### src/rtl/crop_norm_sequencer_if.sv
// Frame-control and lane handshake bundle for crop_norm_sequencer.
// The sequencer uses the slave modport; the host/lane side uses the master modport.
interface crop_norm_sequencer_if #(
  parameter int unsigned NUM_LANES = 4
);
  logic                 frame_start;
  logic [7:0]           frame_norm_denominator;
  logic                 seq_ap_idle;
  logic [NUM_LANES-1:0] lane_ap_ready;
  logic [NUM_LANES-1:0] lane_ap_done;
  logic [NUM_LANES-1:0] lane_ap_start;
  logic [7:0]           norm_denominator;
  logic                 norm_denominator_tvalid;
  logic                 busy;
  logic                 frame_done;
  logic [15:0]          frame_count;
  logic                 timeout_err;

  modport master (
    output frame_start, frame_norm_denominator, seq_ap_idle, lane_ap_ready, lane_ap_done,
    input  lane_ap_start, norm_denominator, norm_denominator_tvalid, busy, frame_done,
           frame_count, timeout_err
  );

  modport slave (
    input  frame_start, frame_norm_denominator, seq_ap_idle, lane_ap_ready, lane_ap_done,
    output lane_ap_start, norm_denominator, norm_denominator_tvalid, busy, frame_done,
           frame_count, timeout_err
  );
endinterface

### src/rtl/crop_norm_sequencer.sv
// Frame controller: loads the denominator into all lane LUTs, starts every lane together,
// collects their done pulses and reports completion. Define CNS_TIMEOUT_EN for the RUN watchdog.
module crop_norm_sequencer #(
  parameter int unsigned NUM_LANES      = 4,
  parameter int unsigned LUT_LATENCY    = 2,
  parameter int unsigned TIMEOUT_CYCLES = 4096
) (
  input  logic                 clk,
  input  logic                 reset,
  crop_norm_sequencer_if.slave bus
);
  localparam int unsigned LOAD_W = (LUT_LATENCY > 1) ? $clog2(LUT_LATENCY) : 1;
  localparam logic [LOAD_W-1:0] LOAD_LAST = LOAD_W'(LUT_LATENCY - 1);

  typedef enum logic [2:0] {
    S_IDLE,
    S_LOAD,
    S_ARM,
    S_RUN,
    S_DONE
  } state_t;

  state_t               r_state;
  logic [LOAD_W-1:0]    r_load_cnt;
  logic [NUM_LANES-1:0] r_mask;
  logic [7:0]           r_den;
  logic                 r_tvalid;
  logic                 r_start;
  logic                 r_busy;
  logic                 r_frame_done;
  logic [15:0]          r_frame_count;

  logic [NUM_LANES-1:0] w_mask_next;
  logic                 w_all_done;

`ifdef CNS_TIMEOUT_EN
  localparam int unsigned TO_W = (TIMEOUT_CYCLES > 1) ? $clog2(TIMEOUT_CYCLES) : 1;
  localparam logic [TO_W-1:0] TO_LAST = TO_W'(TIMEOUT_CYCLES - 1);
  logic [TO_W-1:0] r_run_cnt;
  logic            r_timeout_err;
`endif

  // Dones in the start cycle belong to the previous frame and are masked off.
  assign w_mask_next = r_mask | (r_start ? '0 : bus.lane_ap_done);
  assign w_all_done  = &w_mask_next;

  always_ff @(posedge clk or posedge reset) begin
    if (reset) begin
      r_state       <= S_IDLE;
      r_load_cnt    <= '0;
      r_mask        <= '0;
      r_den         <= 8'd0;
      r_tvalid      <= 1'b0;
      r_start       <= 1'b0;
      r_busy        <= 1'b0;
      r_frame_done  <= 1'b0;
      r_frame_count <= 16'd0;
`ifdef CNS_TIMEOUT_EN
      r_run_cnt     <= '0;
      r_timeout_err <= 1'b0;
`endif
    end else begin
      // NOTE: strobes default low here so each one is a single-cycle pulse unless a state re-arms it.
      r_tvalid     <= 1'b0;
      r_start      <= 1'b0;
      r_frame_done <= 1'b0;
      unique case (r_state)
        S_IDLE: begin
          if (bus.frame_start) begin
            r_den      <= (bus.frame_norm_denominator == 8'd0) ? 8'd1
                                                                : bus.frame_norm_denominator;
            r_tvalid   <= 1'b1;
            r_load_cnt <= '0;
            r_busy     <= 1'b1;
            r_state    <= S_LOAD;
`ifdef CNS_TIMEOUT_EN
            r_timeout_err <= 1'b0;
`endif
          end
        end
        S_LOAD: begin
          if (r_load_cnt == LOAD_LAST) begin
            r_state <= S_ARM;
          end else begin
            r_load_cnt <= r_load_cnt + LOAD_W'(1);
          end
        end
        S_ARM: begin
          if (bus.seq_ap_idle && (&bus.lane_ap_ready)) begin
            r_start <= 1'b1;
            r_mask  <= '0;
            r_state <= S_RUN;
`ifdef CNS_TIMEOUT_EN
            r_run_cnt <= '0;
`endif
          end
        end
        S_RUN: begin
          r_mask <= w_mask_next;
          if (w_all_done) begin
            r_frame_done  <= 1'b1;
            r_frame_count <= r_frame_count + 16'd1;
            r_state       <= S_DONE;
          end
`ifdef CNS_TIMEOUT_EN
          else if (r_run_cnt == TO_LAST) begin
            r_timeout_err <= 1'b1;
            r_frame_done  <= 1'b1;
            r_state       <= S_DONE;
          end else begin
            r_run_cnt <= r_run_cnt + TO_W'(1);
          end
`endif
        end
        S_DONE: begin
          r_busy  <= 1'b0;
          r_state <= S_IDLE;
        end
        default: begin
          r_busy  <= 1'b0;
          r_state <= S_IDLE;
        end
      endcase
    end
  end

  assign bus.lane_ap_start           = {NUM_LANES{r_start}};
  assign bus.norm_denominator        = r_den;
  assign bus.norm_denominator_tvalid = r_tvalid;
  assign bus.busy                    = r_busy;
  assign bus.frame_done              = r_frame_done;
  assign bus.frame_count             = r_frame_count;
`ifdef CNS_TIMEOUT_EN
  assign bus.timeout_err             = r_timeout_err;
`else
  assign bus.timeout_err             = 1'b0;
`endif

endmodule

### src/flat_wrapper.sv
// flat-port wrapper written by rule: the top's interface ports become plain ports
module crop_norm_sequencer_flat 
#(
  parameter int unsigned NUM_LANES      = 4,
  parameter int unsigned LUT_LATENCY    = 2,
  parameter int unsigned TIMEOUT_CYCLES = 4096
)
  (clk, reset, bus_frame_start, bus_frame_norm_denominator, bus_seq_ap_idle, bus_lane_ap_ready, bus_lane_ap_done, bus_lane_ap_start, bus_norm_denominator, bus_norm_denominator_tvalid, bus_busy, bus_frame_done, bus_frame_count, bus_timeout_err);
  crop_norm_sequencer_if #(.NUM_LANES(NUM_LANES)) bus_i ();
  input  logic clk;
  input  logic reset;
  input wire logic [$bits(bus_i.frame_start)-1:0] bus_frame_start;
  input wire logic [$bits(bus_i.frame_norm_denominator)-1:0] bus_frame_norm_denominator;
  input wire logic [$bits(bus_i.seq_ap_idle)-1:0] bus_seq_ap_idle;
  input wire logic [$bits(bus_i.lane_ap_ready)-1:0] bus_lane_ap_ready;
  input wire logic [$bits(bus_i.lane_ap_done)-1:0] bus_lane_ap_done;
  output wire logic [$bits(bus_i.lane_ap_start)-1:0] bus_lane_ap_start;
  output wire logic [$bits(bus_i.norm_denominator)-1:0] bus_norm_denominator;
  output wire logic [$bits(bus_i.norm_denominator_tvalid)-1:0] bus_norm_denominator_tvalid;
  output wire logic [$bits(bus_i.busy)-1:0] bus_busy;
  output wire logic [$bits(bus_i.frame_done)-1:0] bus_frame_done;
  output wire logic [$bits(bus_i.frame_count)-1:0] bus_frame_count;
  output wire logic [$bits(bus_i.timeout_err)-1:0] bus_timeout_err;
  assign bus_i.frame_start = bus_frame_start;
  assign bus_i.frame_norm_denominator = bus_frame_norm_denominator;
  assign bus_i.seq_ap_idle = bus_seq_ap_idle;
  assign bus_i.lane_ap_ready = bus_lane_ap_ready;
  assign bus_i.lane_ap_done = bus_lane_ap_done;
  assign bus_lane_ap_start = bus_i.lane_ap_start;
  assign bus_norm_denominator = bus_i.norm_denominator;
  assign bus_norm_denominator_tvalid = bus_i.norm_denominator_tvalid;
  assign bus_busy = bus_i.busy;
  assign bus_frame_done = bus_i.frame_done;
  assign bus_frame_count = bus_i.frame_count;
  assign bus_timeout_err = bus_i.timeout_err;
  crop_norm_sequencer #(.NUM_LANES(NUM_LANES), .LUT_LATENCY(LUT_LATENCY), .TIMEOUT_CYCLES(TIMEOUT_CYCLES)) u_core (.clk(clk), .reset(reset), .bus(bus_i));
endmodule
### config.mk
export PLATFORM = sky130hd
export DESIGN_NAME = crop_norm_sequencer_flat
export DESIGN_NICKNAME = d
export VERILOG_FILES = /design/src/rtl/crop_norm_sequencer_if.sv /design/src/rtl/crop_norm_sequencer.sv /design/src/flat_wrapper.sv
export SDC_FILE = /design/constraint.sdc
export NUM_CORES = 1
export LEC_CHECK = 0
export ABC_AREA = 0
export BUFFER_PORTS_ARGS = -buffer_cell sky130_fd_sc_hd__buf_2
export CORE_UTILIZATION = 35
export DETAILED_ROUTE_END_ITERATION = 7
export PLACE_DENSITY = 0.67
export SYNTH_ARGS = -nofsm -noshare
export SYNTH_HDL_FRONTEND = slang
export SYNTH_SLANG_ARGS = --single-unit
### constraint.sdc
create_clock -name clk -period 1.7 [get_ports clk]
set_clock_uncertainty 0.15 [all_clocks]
set_input_delay 0 -clock clk [delete_from_list [all_inputs] [get_ports clk]]
set_output_delay 0 -clock clk [all_outputs]
set_load 0.02 [all_outputs]
# Word-level counts from Yosys, hierarchy flattened
# Index checks and enable logic that the tools add are counted.
# Widths: inputs -> output; s select.
# totals
reg_bits	36
input_bits	20
output_inout_bits	32
wordCells	54
# op_classes
n_addsub	2
eq_ne	7
n_mux	20
bitwise_logic	2
reduce_logical	14
# ops
operator	count
$add 16x1->16 const B	1
$mux 3	4
$pmux 3 s4	1
$reduce_and 4->1	3
$mux 1	9
$logic_not 8->1	1
$mux 4	2
$mux 8	1
$pmux 4 s2	1
$reduce_and 2->1	4
$eq 3x2->1 const B	2
$ne 2x1->1 const B	3
$reduce_and 5->1	1
$or 4x4->4	1
$pmux 1 s2	2
$reduce_bool 2->1	2
$eq 3x1->1 const B	1
$logic_not 3->1	1
$reduce_or 3->1	1
$ne 2x2->1 const B	1
$add 1x1->1 const B	1
$logic_and 1x1->1	1
$not 1->1	1

# Depth between registers and ports, before layout
# Gate-level depths: netlist of the first run.
# logic_depth
depth_word	5
depth_mapped	6
ltp_nobuf	4

# Worst setup path after synthesis of the first run
# Ideal clock, no wire load.
# synth_timing
path_type	register to register
from	register u_core.r_state[2]
to	register u_core.r_frame_count[5] (netlist: u_core.bus.frame_count[5])
setup_time_ns	0.131
arrival_time_ns	1.533
t_required_ns	1.419
setup_slack_ns	-0.114
path_stages_with_launch	7
n_path_buf	2
synth_period_minus_slack_ns	1.814
cell_sequence	dfrtp_1 -> buf_6 -> nand3b_4 -> a2111oi_4 -> buf_6 -> nand3_1 -> xnor2_1
# synth_via
elab_chain_cells	2
# synth_rtl
item	line	rtl
from (decl)	crop_norm_sequencer.sv:23	state_t r_state;
from (signal assigned)	crop_norm_sequencer.sv:49	r_state <= S_IDLE;
from (signal assigned)	crop_norm_sequencer.sv:75	r_state <= S_LOAD;
from (signal assigned)	crop_norm_sequencer.sv:83	r_state <= S_ARM;
$eq 3x2->1	crop_norm_sequencer.sv:67	unique case (r_state)
$reduce_and 5->1 (no source line)	n/a	
to (signal assigned)	crop_norm_sequencer.sv:102	r_frame_count <= r_frame_count + 16'd1;
to (decl)	crop_norm_sequencer.sv:31	logic [15:0] r_frame_count;
# No other way between the ends.
# A chain may end at the register's enable or synchronous reset.

# Worst setup path after layout of the first run
# layout_timing
from	register u_core.r_mask[1]
to	register u_core.r_frame_count[1] (netlist: u_core.bus.frame_count[1])
# layout_via
elab_chain_cells	2
# layout_rtl
item	line	rtl
from (decl)	crop_norm_sequencer.sv:25	logic [NUM_LANES-1:0] r_mask;
from (signal assigned)	crop_norm_sequencer.sv:99	r_mask <= w_mask_next;
$or 4x4->4	crop_norm_sequencer.sv:44	assign w_mask_next = r_mask | (r_start ? '0 : bus.lane_ap_done);
$reduce_and 5->1 (no source line)	n/a	
# No other way between the ends.

==> results of run 1 <==
## sequential cells by signal (all words and copies together), names as in the netlist
name	flops
u_core.bus.frame_count	16
u_core.bus.norm_denominator	8
u_core.r_mask	4
u_core.r_state	3
u_core.bus.busy	1
u_core.bus.frame_done	1
u_core.bus.norm_denominator_tvalid	1
u_core.r_load_cnt	1
u_core.r_start	1
## kinds of logic (layout without fill, tap and decap cells)
| logic type | count (synthesis) | in the layout | synth area share, % |
|---|---|---|---|
| mux | 8 | 8 | 5.513 |
| buf+inv | 13 | 95 | 5.283 |
| other cells | 1 | 1 | 0.2295 |
| fa+ha+maj | 1 | 1 | 0.7656 |
| simple gates | 46 | 46 | 17.46 |
| flops | 36 | 36 | 55.13 |
| compound gates | 17 | 17 | 7.581 |
| xor+xnor | 15 | 15 | 8.040 |
## metrics by stage
step           util [%]  setup TNS [ps]  std cells
6_report          52.01          -4.971        271
5_1_grt           52.01          -229.9        271
4_1_cts           51.33          -18.50        269
3_5_place_dp      45.83          -95.89        247
3_3_place_gp      45.83          -9.733        247
2_1_floorplan         -          -131.2        137
## worst max-delay path, cell delays in order (launching register included)
cell	delay [ps]
dfrtp_1	370
nand4_1	180
a2111oi_4	370
buf_4	220
mux2_4	300
## placed cells by master, fill, tap and decap left out, drive strengths merged
master	synthesis	layout
a31oi	1	1
a21oi	7	7
nor2	9	9
a211o	1	1
ha	1	1
nand2	3	3
or3b	1	1
o31ai	1	1
xnor2	13	13
nor3	3	3
nand4	6	6
conb	1	1
o21ai	2	2
clkinv	0	2
xor2	2	2
mux2	8	8
nor4	2	2
buf	7	69
clkbuf	2	6
dlygate4sd3	0	14
inv	4	4
and4	4	4
dfrtp	36	36
or3	1	1
a2111oi	2	2
nand3b	3	3
and2	3	3
and3	3	3
a21o	1	1
o22ai	2	2
nand3	7	7
nand2b	1	1
## routing by layer
layer	track usage, %	vias up
met2	25.08	45
li1	-	642
met1	17.71	604
met5	0	-
met3	4.618	6
met4	7.556	0
## final timing paths
path                                                       end  slack, ps                       start  cells after the start
min in group asynchronous           u_core.bus.frame_count[15]        210                       reset                      4
worst max-delay path                 u_core.bus.frame_count[1]         -5            u_core.r_mask[1]                      4
worst max register to register       u_core.bus.frame_count[1]         -5            u_core.r_mask[1]                      4
worst min register to register      u_core.bus.frame_count[15]        350  u_core.bus.frame_count[15]                      1
max in group asynchronous       u_core.bus.norm_denominator[5]        870                       reset                      4
worst min-delay path                         u_core.r_load_cnt         60             bus_frame_start                      4
## power breakdown
part,internal (mW),switching (mW),leakage (nW)
clock network,0.323,0.291,0.0510
registers,1.10,0.147,0.451
logic,0.650,0.689,0.627
## synth_stat cells (all sizes together), types with 2 or more instances
cell type	n	area (um2)
nor3	3	26.28
nand3	7	35.03
a21oi	7	35.03
nand2	3	11.26
o22ai	2	12.51
and2	3	18.77
dfrtp	36	900.9
o21ai	2	10.01
xnor2	13	113.9
mux2	8	90.09
nor4	2	12.51
and3	3	18.77
a2111oi	2	36.29
and4	4	35.03
buf	7	60.06
clkbuf	2	11.26
inv	4	15.01
nand4	6	37.54
nand3b	3	35.03
nor2	9	33.78
xor2	2	17.52
## cell type report
class | count | area (um2)
clock inverters | 2 | 10.01
fillers | 370 | 2118
well taps | 52 | 65.06
inverters | 4 | 15.01
multi-input cells | 88 | 673.1
flip-flops and latches | 36 | 900.9
clock buffers | 6 | 82.58
repair buffers | 83 | 549.3
## what timing repair did
action | in CTS | in global routing
setup buffers | 0 | 2
cloned | 0 | 0
hold buffers | 14 | 0
pin swaps | 5 | 7
gates resized for setup | 2 | 4
endpoints found under the hold margin | 49 | 0
setup endpoints to repair | 3 | 12
==> flow_summary_export.csv, run 1 <==
group,metric,value,unit
place,place_area,2023,um2
pwr,ir_worst_vdd,1052,uV
synthesis,seq_area_frac_synth,55.13,%
global_routing,grtUsageTotal,15.17,%
synthesis,synth_nets,158,
floorplanning,io_pins,52,
place,dp_slack,-60.58,ps
sta,min_period_over_period,100.3,%
route,drc_errors,0,
pwr,power,3.201,mW
place,gp_congestion,0.7597,
route,drt_iter0_markers,49,
clock_network,max-clock-path-buffers,2,
route,met2_length,1673,um
route,first_pass_iters,4,
pwr,power.density,1394,nW/um2
synthesis,yosys_warnings,0,
route,ant_nets,0,
setup_path,end_kind,"flip-flop",
clock_network,cts.sinks,36,
route,wl_per_cell,12.81,um
global_routing,grt_pass1_wl,5858,um
clock_network,cts_root_buffer,"clkbuf_8",
route,num_vias,1297,
sta,finalHoldViolCount,0,
synthesis,synth_area,1634,um2
final_layout,layout-drive-gt1-share,42.01,%
sta,maxSlewViolCount,0,
sta,finalSetupViolations,1,
final_layout,final_cell_area,2296,um2
floorplanning,die_x,70.33,um
floorplanning,dieArea,4946,um2
final_layout,layout.nets,239,
run_status,status,"finished, violations left",
clock_network,cts_max_level,2,
route,wirelength,3471,um
sta,postLayoutSetupSlackWorst,-4.971,ps
clock_network,cts_buffers,5,
synthesis,netlist-cell-type-count,35,
global_routing,grt-ovfl-total,0,
synthesis,synth_area_per_cell,11.93,um2
sta,fin_crit,1705,ps
global_routing,grt_max_degree,37,
place,io_buffers,50,
setup_path,setup.worst_path.start_class,"flip-flop",
synthesis,async_reset_ff_share,100.0,%
setup_path,critPathMaxFanout,7,
run,cap_violations,0,
sta,fmax,586.5,MHz
run_status,violations,"negative setup slack",
route,top_layer,"met4",
min_path,hp-class,"primary input to flip-flop",
floorplanning,die_y,70.33,um
floorplanning,rows,24,
synthesis,postSynthCellCount,137,
global_routing,antenna_found_initial,0,
synthesis,ys.flop_type,"dfrtp_1",
clock_network,cts_tree,"done",
route,viasPerCell,4.786,
sta,grt_setup_unrepaired,"true",
setup_path,required,1710,ps
final_layout,n_antenna_cell,0,
clock_network,path_clk_slew,80,ps
floorplanning,start_util,37.02,%
synthesis,synth_edf_count,0,
pwr,p_leak,1.129,nW
route,met1_length,1501,um
setup_path,worstSetupPathType,"flip-flop to flip-flop",
floorplanning,core_area,4414,um2
place,dp_hpwl,2319,um
synthesis,ys_ff_latch,36,
final_layout,area_growth_syn_to_layout,40.51,%
clock_network,clk_latency,280,ps
route,wl_met3,225,um
setup_path,critPathArrivalTime,1720,ps
sta,fin_hold_ws,57.15,ps
global_routing,grt_pass1_vias,1307,
Power figures use the tool's default switching activity.
==> inputs of run 2 (changes only) <==
Settings changed: SETUP_SLACK_MARGIN set to 0.15.
==> flow_summary_export.csv, run 2 (same netlist as run 1, synthesis figures left out) <==
group,metric,value,unit
min_path,hp-class,"primary input to flip-flop",
place,place_area,2053,um2
pwr,internal-power,2.118,mW
sta,maxSlewViolCount,0,
sta,postLayoutSetupSlackWorst,-52.49,ps
global_routing,grt_pass1_vias,1330,
final_layout,layout.nets,239,
final_layout,layout-drive-gt1-share,47.49,%
clock_network,max-clock-path-buffers,2,
clock_network,cts_max_level,2,
clock_network,clk_latency,280,ps
sta,setup_tns,-109.6,ps
clock_network,cts.sinks,36,
clock_network,cts_root_buffer,"clkbuf_8",
place,dp_hpwl,2432,um
route,wirelength,3779,um
route,ant_nets,0,
place,io_buffers,50,
final_layout,final_cell_area,2416,um2
sta,finalSetupViolations,4,
pwr,clockPowerShare,17.4,%
final_layout,area_growth_syn_to_layout,47.86,%
sta,min_period_over_period,103.1,%
setup_path,end_kind,"flip-flop",
run_status,status,"finished, violations left",
setup_path,critical_path_depth,4,
min_path,hold_path_depth,4,
pwr,swShare,36.13,%
route,drt_iter0_markers,110,
global_routing,grt-ovfl-total,0,
global_routing,grt_pass1_wl,6168,um
run,cap_violations,0,
final_layout,multi_input_area,789.5,um2
clock_network,cts_tree,"done",
pwr,power,3.316,mW
setup_path,ff2ff_path_depth,4,
floorplanning,rows,24,
final_layout,largest_register_ffs,16,
route,drc_errors,0,
route,first_pass_iters,4,
setup_path,worstSetupPathType,"flip-flop to flip-flop",
setup_path,critPathArrivalTime,1770,ps
global_routing,antenna_found_initial,0,
setup_path,cp_slowest_stage_delay,400,ps
final_layout,final_cell_mix,"50 x buf_2, 32 x dfrtp_1, 15 x dlygate4sd3_1, 14 x buf_4, 10 x xnor2_1",
floorplanning,die_y,70.33,um
clock_network,cts_buffers,5,
final_layout,mostFrequentLayoutCell,"buf_2",
setup_path,crit_chain,"nand4_1 > a2111oi_4 > buf_6 > mux2_4",
sta,fin_crit,1752,ps
final_layout,fillers,388,
pwr,power.density,1373,nW/um2
pwr,ir_worst_vdd,833.6,uV
run_status,violations,"negative setup slack",
pwr,pwr-share-comb,44.1,%
place,gp_congestion,0.8215,
floorplanning,die_x,70.33,um
sta,grt_setup_unrepaired,"true",
pwr,p_leak,1.209,nW
setup_path,setup.worst_path.start_class,"flip-flop",
sta,fmax,570.6,MHz
floorplanning,core_area,4414,um2
route,viasPerCell,5.004,
setup_path,required,1710,ps
sta,finalHoldViolCount,0,
floorplanning,io_pins,52,
setup_path,critPathTopFamily,"compound AO/OA/AOI/OAI gates",
setup_path,cp_slowest_cell,"a2111oi_4",
clock_network,path_clk_slew,70,ps
setup_path,critPathMaxFanout,8,
setup_path,cp_num_buf_inv,1,
floorplanning,start_util,37.02,%
route,num_vias,1356,
global_routing,grtUsageTotal,15.78,%
floorplanning,dieArea,4946,um2
final_layout,n_antenna_cell,0,
final_layout,final-seq-area,905.9,um2
route,wl_per_cell,13.94,um
pwr,p_seq_share,38.5,%
global_routing,grt_max_degree,37,
pwr,p_sw,1.198,mW
-- run 2: cell count changes in the layout (fill, tap and decap cells not counted), moves of 3 or more --
cell,before,now
mux2_2,7,0
mux2_4,1,8
dfrtp_1,36,32
dfrtp_2,0,4
buf_4,17,14
nand2_1,3,0
nand3_1,5,2
xnor2_1,13,10
xnor2_2,0,3
-- run 2: through the flow --
| stage | hold WS (ps) | instances | utilization, % | worst slack [ps] |
|---|---|---|---|---|
| 6_report | 121.7 | 271 | 54.73 | -52.49 |
| 4_1_cts | 107.9 | 270 | 53.09 | -47.60 |
| 3_5_place_dp | -15.80 | 245 | 46.51 | -87.63 |
| 2_1_floorplan | -1.922 | 137 | - | -27.92 |
| 3_3_place_gp | -22.51 | 245 | 46.51 | -35.93 |
| 5_1_grt | 118.2 | 271 | 54.73 | -148.4 |
-- run 2: power groups by stage --
stage | clock [mW] | combinational, mW | sequential [mW]
global route | 0.632 | 1.58 | 1.31
CTS | 0.597 | 1.42 | 1.27
finish | 0.577 | 1.46 | 1.28
global placement | 0 | 1.27 | 1.28
detailed placement | 0 | 1.29 | 1.29
floorplan | 0 | 0.643 | 1.47
-- run 2: worst paths after layout --
kind	start	end	slack [ps]
setup / recovery	u_core.r_mask[0]	u_core.bus.frame_count[1]	-50
max in group asynchronous	reset	u_core.r_state[1]	830
hold reg to reg	u_core.bus.frame_count[7]	u_core.bus.frame_count[7]	340
setup reg to reg	u_core.r_mask[0]	u_core.bus.frame_count[1]	-50
hold / removal	bus_lane_ap_done[3]	u_core.r_state[2]	120
min in group asynchronous	reset	u_core.bus.frame_count[10]	230
-- run 2: layer usage --
metal	vias to the layer above	track usage [%]	part of all wire (%)	wire (um)
li1	646	-	-	-
met1	669	20.30	44	1671
met2	39	26.14	51	1928
met3	2	4.329	4.1	156
met4	0	4.000	0.58	22
met5	-	0	0	0
-- run 2: final cells by class --
class | instances | area share [%]
Timing Repair Buffer | 83 | 23.15
Clock buffer | 7 | 3.159
Tap cell | 52 | 2.693
Sequential cell | 36 | 37.49
Multi-Input combinational cell | 88 | 32.68
Inverter | 4 | 0.6214
Clock inverter | 1 | 0.2071
-- run 2: worst reg2reg max path, stage by stage, from the launching register on --
cell	delay [ps]
dfrtp_1	380
nand4_1	190
a2111oi_4	400
buf_6	210
mux2_4	310
-- run 2: timing repair --
item                                    in CTS  in global routing
gates cloned                                 0                  0
setup buffers                                2                  1
pin swaps                                   16                  7
hold buffers                                15                  0
hold endpoints to repair                    52                  0
endpoints found under the setup margin      18                 25
resized for setup                           11                 11
